<file path="src/rtl/regwrite_arbiter.sv">
// ---------------------------------------------------------------------------
// regwrite_arbiter
//   Shares the single register-file write port between NUM_FU functional
//   units. One requester is granted per cycle (round-robin by default). The
//   granted write is registered onto the rf_* port one cycle later. Every
//   requesting FU that loses is stalled through fu_stall.
//
//   Build option: define REGWRITE_ARB_FIXED_PRIO_EN for fixed priority, where
//   the lowest index wins and no rotating pointer is kept. Timing is
//   otherwise identical.
//
// Ports
//   clk       : clock, all state updates on posedge
//   rst       : asynchronous active-high reset
//   req_we    : per-FU write request
//   req_addr  : per-FU write address, FU i at [i*ADDR_W +: ADDR_W]
//   req_data  : per-FU write data,    FU i at [i*DATA_W +: DATA_W]
//   grant     : one-hot grant, combinational, same cycle as request
//   fu_stall  : req_we & ~grant, combinational
//   rf_we     : register-file write enable (registered)
//   rf_waddr  : register-file write address (registered)
//   rf_wdata  : register-file write data (registered)
//   busy      : registered, 1 if any request was present last cycle
// ---------------------------------------------------------------------------
module regwrite_arbiter #(
  parameter int NUM_FU = 4,
  parameter int DATA_W = 64,
  parameter int ADDR_W = 5
) (
  input  logic                       clk,
  input  logic                       rst,
  input  logic [NUM_FU-1:0]          req_we,
  input  logic [NUM_FU*ADDR_W-1:0]   req_addr,
  input  logic [NUM_FU*DATA_W-1:0]   req_data,
  output logic [NUM_FU-1:0]          grant,
  output logic [NUM_FU-1:0]          fu_stall,
  output logic                       rf_we,
  output logic [ADDR_W-1:0]          rf_waddr,
  output logic [DATA_W-1:0]          rf_wdata,
  output logic                       busy
);

  logic [NUM_FU-1:0] grant_next;
  logic [ADDR_W-1:0] sel_addr;
  logic [DATA_W-1:0] sel_data;
  logic [ADDR_W-1:0] addr_masked [NUM_FU];
  logic [DATA_W-1:0] data_masked [NUM_FU];

`ifdef REGWRITE_ARB_FIXED_PRIO_EN
  // Fixed priority: first set bit from index 0 upward.
  always_comb begin
    logic found;
    grant_next = '0;
    found      = 1'b0;
    for (int k = 0; k < NUM_FU; k++) begin
      if (!found && req_we[k]) begin
        found         = 1'b1;
        grant_next[k] = 1'b1;
      end
    end
  end
`else
  localparam int PTR_W = $clog2(NUM_FU);

  logic [PTR_W-1:0] rr_ptr_reg;
  logic [PTR_W-1:0] grant_idx;

  // Round-robin: scan NUM_FU positions starting at rr_ptr_reg, wrapping
  // past NUM_FU-1 back to 0; the first requester found wins.
  always_comb begin
    int   idx;
    logic found;
    grant_next = '0;
    grant_idx  = '0;
    found      = 1'b0;
    idx        = 0;
    for (int k = 0; k < NUM_FU; k++) begin
      idx = int'(rr_ptr_reg) + k;
      if (idx >= NUM_FU) idx = idx - NUM_FU;
      if (!found && req_we[idx]) begin
        found           = 1'b1;
        grant_next[idx] = 1'b1;
        grant_idx       = PTR_W'(idx);
      end
    end
  end

  always_ff @(posedge clk or posedge rst) begin
    if (rst) begin
      rr_ptr_reg <= '0;
    end else if (|grant) begin
      rr_ptr_reg <= (grant_idx == PTR_W'(NUM_FU - 1)) ? '0
                                                      : grant_idx + PTR_W'(1);
    end
  end
`endif

  // Outputs are forced quiet while reset is held so no FU sees a grant or
  // stall from an arbiter that is being cleared.
  assign grant    = rst ? '0 : grant_next;
  assign fu_stall = rst ? '0 : (req_we & ~grant_next);

  // One-hot grant lets the write-port mux be a plain AND-OR tree.
  genvar gi;
  generate
    for (gi = 0; gi < NUM_FU; gi++) begin : g_mask
      assign addr_masked[gi] = {ADDR_W{grant_next[gi]}} & req_addr[gi*ADDR_W +: ADDR_W];
      assign data_masked[gi] = {DATA_W{grant_next[gi]}} & req_data[gi*DATA_W +: DATA_W];
    end
  endgenerate

  always_comb begin
    sel_addr = '0;
    sel_data = '0;
    for (int k = 0; k < NUM_FU; k++) begin
      sel_addr = sel_addr | addr_masked[k];
      sel_data = sel_data | data_masked[k];
    end
  end

  // Write port: address/data hold their old values when nothing is granted.
  always_ff @(posedge clk or posedge rst) begin
    if (rst) begin
      rf_we    <= 1'b0;
      rf_waddr <= '0;
      rf_wdata <= '0;
      busy     <= 1'b0;
    end else begin
      rf_we <= |grant;
      busy  <= |req_we;
      if (|grant) begin
        rf_waddr <= sel_addr;
        rf_wdata <= sel_data;
      end
    end
  end

endmodule

</file>
<file path="config.mk">
export PLATFORM = sky130hd
export DESIGN_NAME = regwrite_arbiter
export DESIGN_NICKNAME = d
export VERILOG_FILES = /design/src/rtl/regwrite_arbiter.sv
export SDC_FILE = /design/constraint.sdc
export NUM_CORES = 1
export LEC_CHECK = 0
export ABC_CLOCK_PERIOD_IN_PS = 7200
export BUFFER_PORTS_ARGS = -buffer_cell sky130_fd_sc_hd__buf_2
export CORE_AREA = 2 2 141 143
export DETAILED_ROUTE_END_ITERATION = 10
export DIE_AREA = 0 0 143 145
export GPL_ROUTABILITY_DRIVEN = 0
export MAX_ROUTING_LAYER = met4
export SLEW_MARGIN = 40
export SYNTH_ARGS = -nofsm -noshare
export SYNTH_HDL_FRONTEND = slang
export SYNTH_SLANG_ARGS = --single-unit
</file>
<file path="constraint.sdc">
create_clock -name clk -period 7.2 [get_ports clk]
set_input_delay 1.44 -clock clk [delete_from_list [all_inputs] [get_ports clk]]
set_output_delay 1.44 -clock clk [all_outputs]
set_load 0.05 [all_outputs]
</file>
* Yosys cells after proc, flatten, opt, wreduce, memory -nomap -nowiden
Index checks and enable logic that the tools add are counted.
** Word-level totals
- Bits in registers :: 73
- Bits of input ports :: 282
- Output and inout port bits :: 79
- Word-level logic and storage cells :: 95
** Cells by class
- Order comparisons :: 12
- Bitwise gates (word level) :: 19
- $add $sub $neg :: 8
- Equality and inequality tests :: 1
- Reduce and logical (&&, ||, !) cells :: 12
- Mux-type cells :: 38
** Operator list (number)
- 64-bit AND :: 4
- 64-bit bitwise OR :: 3
- 32-bit by 1-bit >= comparator with 1-bit output (second input constant) :: 4
- 32-bit by 4-bit < comparator with 1-bit output (second input constant) :: 4
- 32-bit two-way mux :: 4
- 4-bit two-way mux :: 6
- 5-bit AND :: 4
- 1-bit two-way mux :: 15
- 5-bit bitwise OR :: 3
- 4-bit bitwise OR :: 3
- 3-bit by 3-bit subtractor with 4-bit output (second input constant) :: 3
- 2-bit two-way mux :: 5
- 3-bit >= comparator (second input constant) :: 3
- 1-bit binary-select mux with 2-bit select :: 4
- 1-bit demux with 2-bit select :: 4
- 4-bit OR reduction :: 2
- 1-bit logical AND :: 7
- 2-bit by 2-bit adder with 3-bit output (second input constant) :: 2
- 4-bit AND :: 1
- 4-bit NOT :: 1
- 2-bit by 3-bit subtractor with 4-bit output (second input constant) :: 1
- 2-bit by 1-bit adder with 3-bit output (second input constant) :: 1
- 2-bit by 3-bit >= comparator with 1-bit output (second input constant) :: 1
- 1-bit logical NOT :: 3
- 2 further kinds :: 2

* Depth between registers and ports, before layout
- Depth in word-level cells :: 19
- Mapped depth :: 12
- Mapped depth without buffers :: 8

* Worst setup path before layout
No wires, ideal clock.
- Path kind :: input to output
- Start :: input port req_we[1]
- End :: output port fu_stall[1]
- Path slack :: 1.452 ns
- Data arrival time :: 4.308 ns
- Required time :: 5.760 ns
- Buffers on the path :: 2
- Stages on the path :: 6
- Cells stage by stage :: clkbuf_1 -> mux4_2 -> or3b_1 -> o211ai_2 -> clkbuf_1 -> nor4b_1
** On the way
- Longest elaborated chain between the ends :: 16
- Elaborated cells on any way between the ends :: 31
- Classes of those cells :: mux: 20; bitwise: 5; reduce/logical: 6
** Ends and longest elaborated chain
- start, declared :: RTL line 32 : input logic [NUM_FU-1:0] req_we,
- 1-bit binary-select mux with 2-bit select :: RTL line 80 : if (!found && req_we[idx]) begin
- 1-bit two-way mux (not written as such) (2 in series) :: RTL line 80
- 1-bit two-way mux :: RTL line 80
- 1-bit logical NOT :: RTL line 80
- 1-bit logical AND :: RTL line 80
- 1-bit two-way mux :: RTL line 80
- 1-bit logical NOT :: RTL line 80
- 1-bit logical AND :: RTL line 80
- 1-bit two-way mux :: RTL line 80
- 1-bit logical NOT :: RTL line 80
- 1-bit logical AND :: RTL line 80
- 4-bit two-way mux :: RTL line 80
- 4-bit NOT :: RTL line 101 : assign fu_stall = rst ? '0 : (req_we & ~grant_next);
- 4-bit AND * :: RTL line 101
- 4-bit two-way mux * :: RTL line 101
- end, declared :: RTL line 36 : output logic [NUM_FU-1:0] fu_stall,
Mark *: on every way between the ends. The rest lies on a longest branch, timed or not. The select of a mux whose other input is x is not followed.

* Final worst setup path
- Start :: input port req_we[3]
- End :: output port fu_stall[2]
** On the way
- Longest elaborated chain between the ends :: 16
- Elaborated cells on any way between the ends :: 31
- Classes of those cells :: mux: 20; bitwise: 5; reduce/logical: 6
** Ends and longest elaborated chain (RTL line)
- 1-bit binary-select mux with 2-bit select :: 80
- 1-bit two-way mux (not written as such) (2 in series) :: 80
- 1-bit two-way mux :: 80
- 1-bit logical NOT :: 80
- 1-bit logical AND :: 80
- 1-bit two-way mux :: 80
- 1-bit logical NOT :: 80
- 1-bit logical AND :: 80
- 1-bit two-way mux :: 80
- 1-bit logical NOT :: 80
- 1-bit logical AND :: 80
- 4-bit two-way mux * :: 80
- 4-bit NOT * :: 101
- 4-bit AND * :: 101
- 4-bit two-way mux * :: 101
Marks and branches as above.

==> qor_table.md <==
| Result | Value |
| --- | --- |
| Status | complete, no violations |
| Area of the core | 19,210 um^2 |
| Reg clk slew, reported paths | 60 ps |
| Maximum number of pins on one net before global-route repair | 71 |
| Inserted Diodes | 0 |
| Final critical-path required period | 5074 ps |
| Number of antenna violations at the first check in global routing | 0 |
| Starting utilization of the core area | 28.32% |
| Crit path arrival time | 3630 ps |
| Routed WL | 20.84 mm |
| R2r setup slk | 2840 ps |
| Worst min-delay path startpoint | rf_wdata[59]$_DFFE_PP0P_ |
| Share of the clock period used by the worst path | 70.47% |
| Overall power after layout | 4.268 mW |
| Overall die height | 145 um |
| Max Buffers Root-to-Sink | 2 |
| Final hold vios | 0 |
| Area taken by flip-flops and latches | 1827 um^2 |
| Register name with the most flops | rf_wdata |
| # resized after CTS | 0 |
| Post-synthesis instance area | 5439 um^2 |
| Cells traversed along the worst timing path | buf_2 -> and3b_1 -> o21ai_1 -> a31oi_4 -> buf_4 -> nor4b_1 -> buf_2 |
| Number of levels the H-tree was split into | 3 |
| TritonCTS Buffers | 9 |
| Post-CTS Setup Repair Bufs | 0 |
| Kind of start point of the critical path | primary input |
| Max capacitance violation total | 0 |
| Flip-flop and latch count after synthesis | 73 |
| Relative slew margins | 43.74% |
| Detail-routed net length per standard cell | 17.08 um |
| Static leakage power | 3.835 nW |
| Met1 Wirelength | 8.603 mm |
| Final total negative setup slack | 0 ps |
| Sinks on Clock Net | 73 |
| Proportion of synthesized chip area in sequential cells | 33.59% |
| Delay of the slowest cell on the worst path | 570 ps |
| Count of filler cells inserted in the layout | 1,970 |
| Insertion delay of the later-clocked pin in the worst-skew pair | 340 ps |
| Total number of vias | 6,349 |
| Count of different cell masters after synthesis | 41 |
| Via density | 5.204 |
| Top routing layer in use | met4 |
| Most frequent cell on the critical path | buf_2 |
| Largest vdd supply drop | 0.2040 mV |
| Peak Freq | 197.1 MHz |
| Data required time at the worst endpoint | 5760 ps |
| Start-to-end type of the worst setup path | primary input to output pin |
| Net total in the final layout | 1,236 |
| Post-route clock skew | 6.333 ps |
| Clock tree from TritonCTS | done |
| Antenna-violating nets left | 0 |
| Multi-input gate area | 3129 um^2 |
| Endpoint class of the critical path | output pin |
| Rows | 51 |
| Met2 routed wirelength | 9.898 mm |
| Total setup violations reported at the end of the flow | 0 |
| Area growth syn-to-layout | 43.16% |
| Number of global-route vias before repair | 5,976 |
| Final core utilization | 40.54% |
| Global-route wire length before repair | 31.75 mm |
| Flip-flop count of the largest register after layout | 64 |
| Overflow left after global routing | 0 |
| Pin slew with the least headroom to its limit | 843.9 ps |
| Slowest CP cell | o21ai_1 |
| Root buffer selected by CTS | clkbuf_16 |
| Number of cells on the worst reg-to-reg path | 9 |
| Power density of the placed cells | 548.2 nW/um^2 |
| Setup crit start | req_we[3] |
| Slew Viols, Final | 0 |
| Hold buffers post-CTS | 0 |
| Synthesized net count | 921 |
| I/O pin total | 361 |
| Classification of the worst-slack hold path | register to register |
| Largest fanout on the critical path | 70 |
| Number of standard cells after synthesis | 635 |
| Post-DP HPWL | 14.75 mm |
| Die X-Extent | 143 um |
| Synth Area per Inst | 8.565 um^2 |
| RSZ-0062 raised after global routing | no |
| Leading registers by flop count | rf_wdata x64, rf_waddr x5 |
| Area of the die | 20,740 um^2 |
| First DRT Iteration DRCs | 392 |
| Share of cells above drive strength 1 | 42.30% |
| Residual DRC | 0 |
| Total met3 wirelength after detailed routing | 1.490 mm |
| Number of search-and-repair iterations in the first detailed-routing pass | 7 |
| Instance count along the most critical hold path | 1 |
| All-layer global routing usage | 19.99% |
| Port-buffer cells | 360 |
| Yosys synthesis warning count | 0 |
cells in the final DEF, fill, tap and decap left out, drive strengths merged, types with 2 or more instances in the layout:
master,Yosys,final
or3b,5,5
dfrtp,73,73
nor4b,3,3
o21ai,209,209
o2111ai,69,69
buf,10,369
nand2,6,6
clkinv,0,2
nand4,2,2
mux2,72,72
clkinvlp,0,2
bufinv,0,2
clkbuf,55,10
nor2b,2,2
o211ai,4,4
a21oi,5,5
nor3,3,3
ha,4,4
and3b,2,2
nand3,3,3
nor2,2,2
inv,80,80
a31oi,4,4
mux4,3,3
a221oi,4,4
nor3b,3,3
cells in the mapped netlist (all sizes together):
library cell / number / share of area, %
and3: 1 / 0.12
o21a: 1 / 0.14
o221ai: 1 / 0.16
o2111ai: 69 / 11
a31oi: 4 / 0.46
o21ai: 209 / 19
nor3: 3 / 0.28
nor3b: 3 / 0.51
nor4b: 3 / 0.48
a32oi: 1 / 0.16
mux4: 3 / 1.2
o211ai: 4 / 0.83
nand2: 6 / 0.41
clkbuf: 55 / 3.8
a211oi: 1 / 0.14
and3b: 2 / 0.32
nand3: 3 / 0.28
mux2i: 1 / 0.18
o311a: 1 / 0.18
ha: 4 / 0.92
a21oi: 5 / 0.46
xor2: 1 / 0.16
or3: 1 / 0.12
dfrtp: 73 / 34
nand4: 2 / 0.35
or3b: 5 / 0.81
a221oi: 4 / 1.1
nor2: 2 / 0.14
or4: 1 / 0.14
nor2b: 2 / 0.23
a41oi: 1 / 0.16
buf: 10 / 1.2
mux2: 72 / 15
o21bai: 1 / 0.14
inv: 80 / 5.5
metal layers:
| layer | global-route usage, % | vias up |
|---|---|---|
| met1 | 24.11 | 2977 |
| li1 | - | 2993 |
| met3 | 3.201 | 52 |
| met4 | 9.851 | 0 |
| met2 | 32.30 | 327 |
| met5 | - | - |
layout make-up:
cell class | instances | share of cell area (%)
well taps | 265 | 4.258
multi-input cells | 417 | 40.19
clock inverters | 6 | 1.141
inverters | 80 | 3.873
repair buffers | 369 | 24.01
flip-flops and latches | 73 | 23.46
clock buffers | 10 | 3.069
power breakdown:
group	internal (mW)	switching, mW
Sequential	0.641	0.107
Combinational	0.991	2.04
Clock	0.313	0.180
Total	1.95	2.32
stage by stage:
stage	instance area (um^2)	instances	hold WS [ps]	worst slack, ps
after floorplan	5439	635	619.3	1452
after detailed placement	7458	1204	469.1	2171
final	7786	1220	478.4	2126
after global routing	7786	1220	488.5	1967
after global placement	7458	1204	461.8	2213
after CTS	7786	1220	482.9	2143
worst max-delay path, delay by kind of cell:
| kind | cells | cell delay, ps |
|---|---|---|
| AO/OA/AOI/OAI | 2 | 700 |
| buffers and inverters | 3 | 870 |
| AND/OR/NAND/NOR | 2 | 600 |
kinds of logic after synthesis:
| family | count (synthesis) | synth area share, % |
|---|---|---|
| AOI/OAI and AO/OA | 302 | 34.28 |
| buffers and inverters | 145 | 10.56 |
| muxes | 76 | 16.33 |
| DFF | 73 | 33.59 |
| and+or+nand+nor | 34 | 4.164 |
| adders and majority gates | 4 | 0.9202 |
| xor gates and xnor gates | 1 | 0.1611 |
path summary, 6_finish.rpt:
check                                            endpoint
worst max-delay path                          fu_stall[2]
worst min-delay path             rf_wdata[59]$_DFFE_PP0P_
worst max register to register   rf_wdata[36]$_DFFE_PP0P_
worst min register to register   rf_wdata[59]$_DFFE_PP0P_
max in group asynchronous        rf_wdata[35]$_DFFE_PP0P_
min in group asynchronous       rr_ptr_reg[1]$_DFFE_PP0P_
Note: power is estimated with default switching activity, not from simulation.
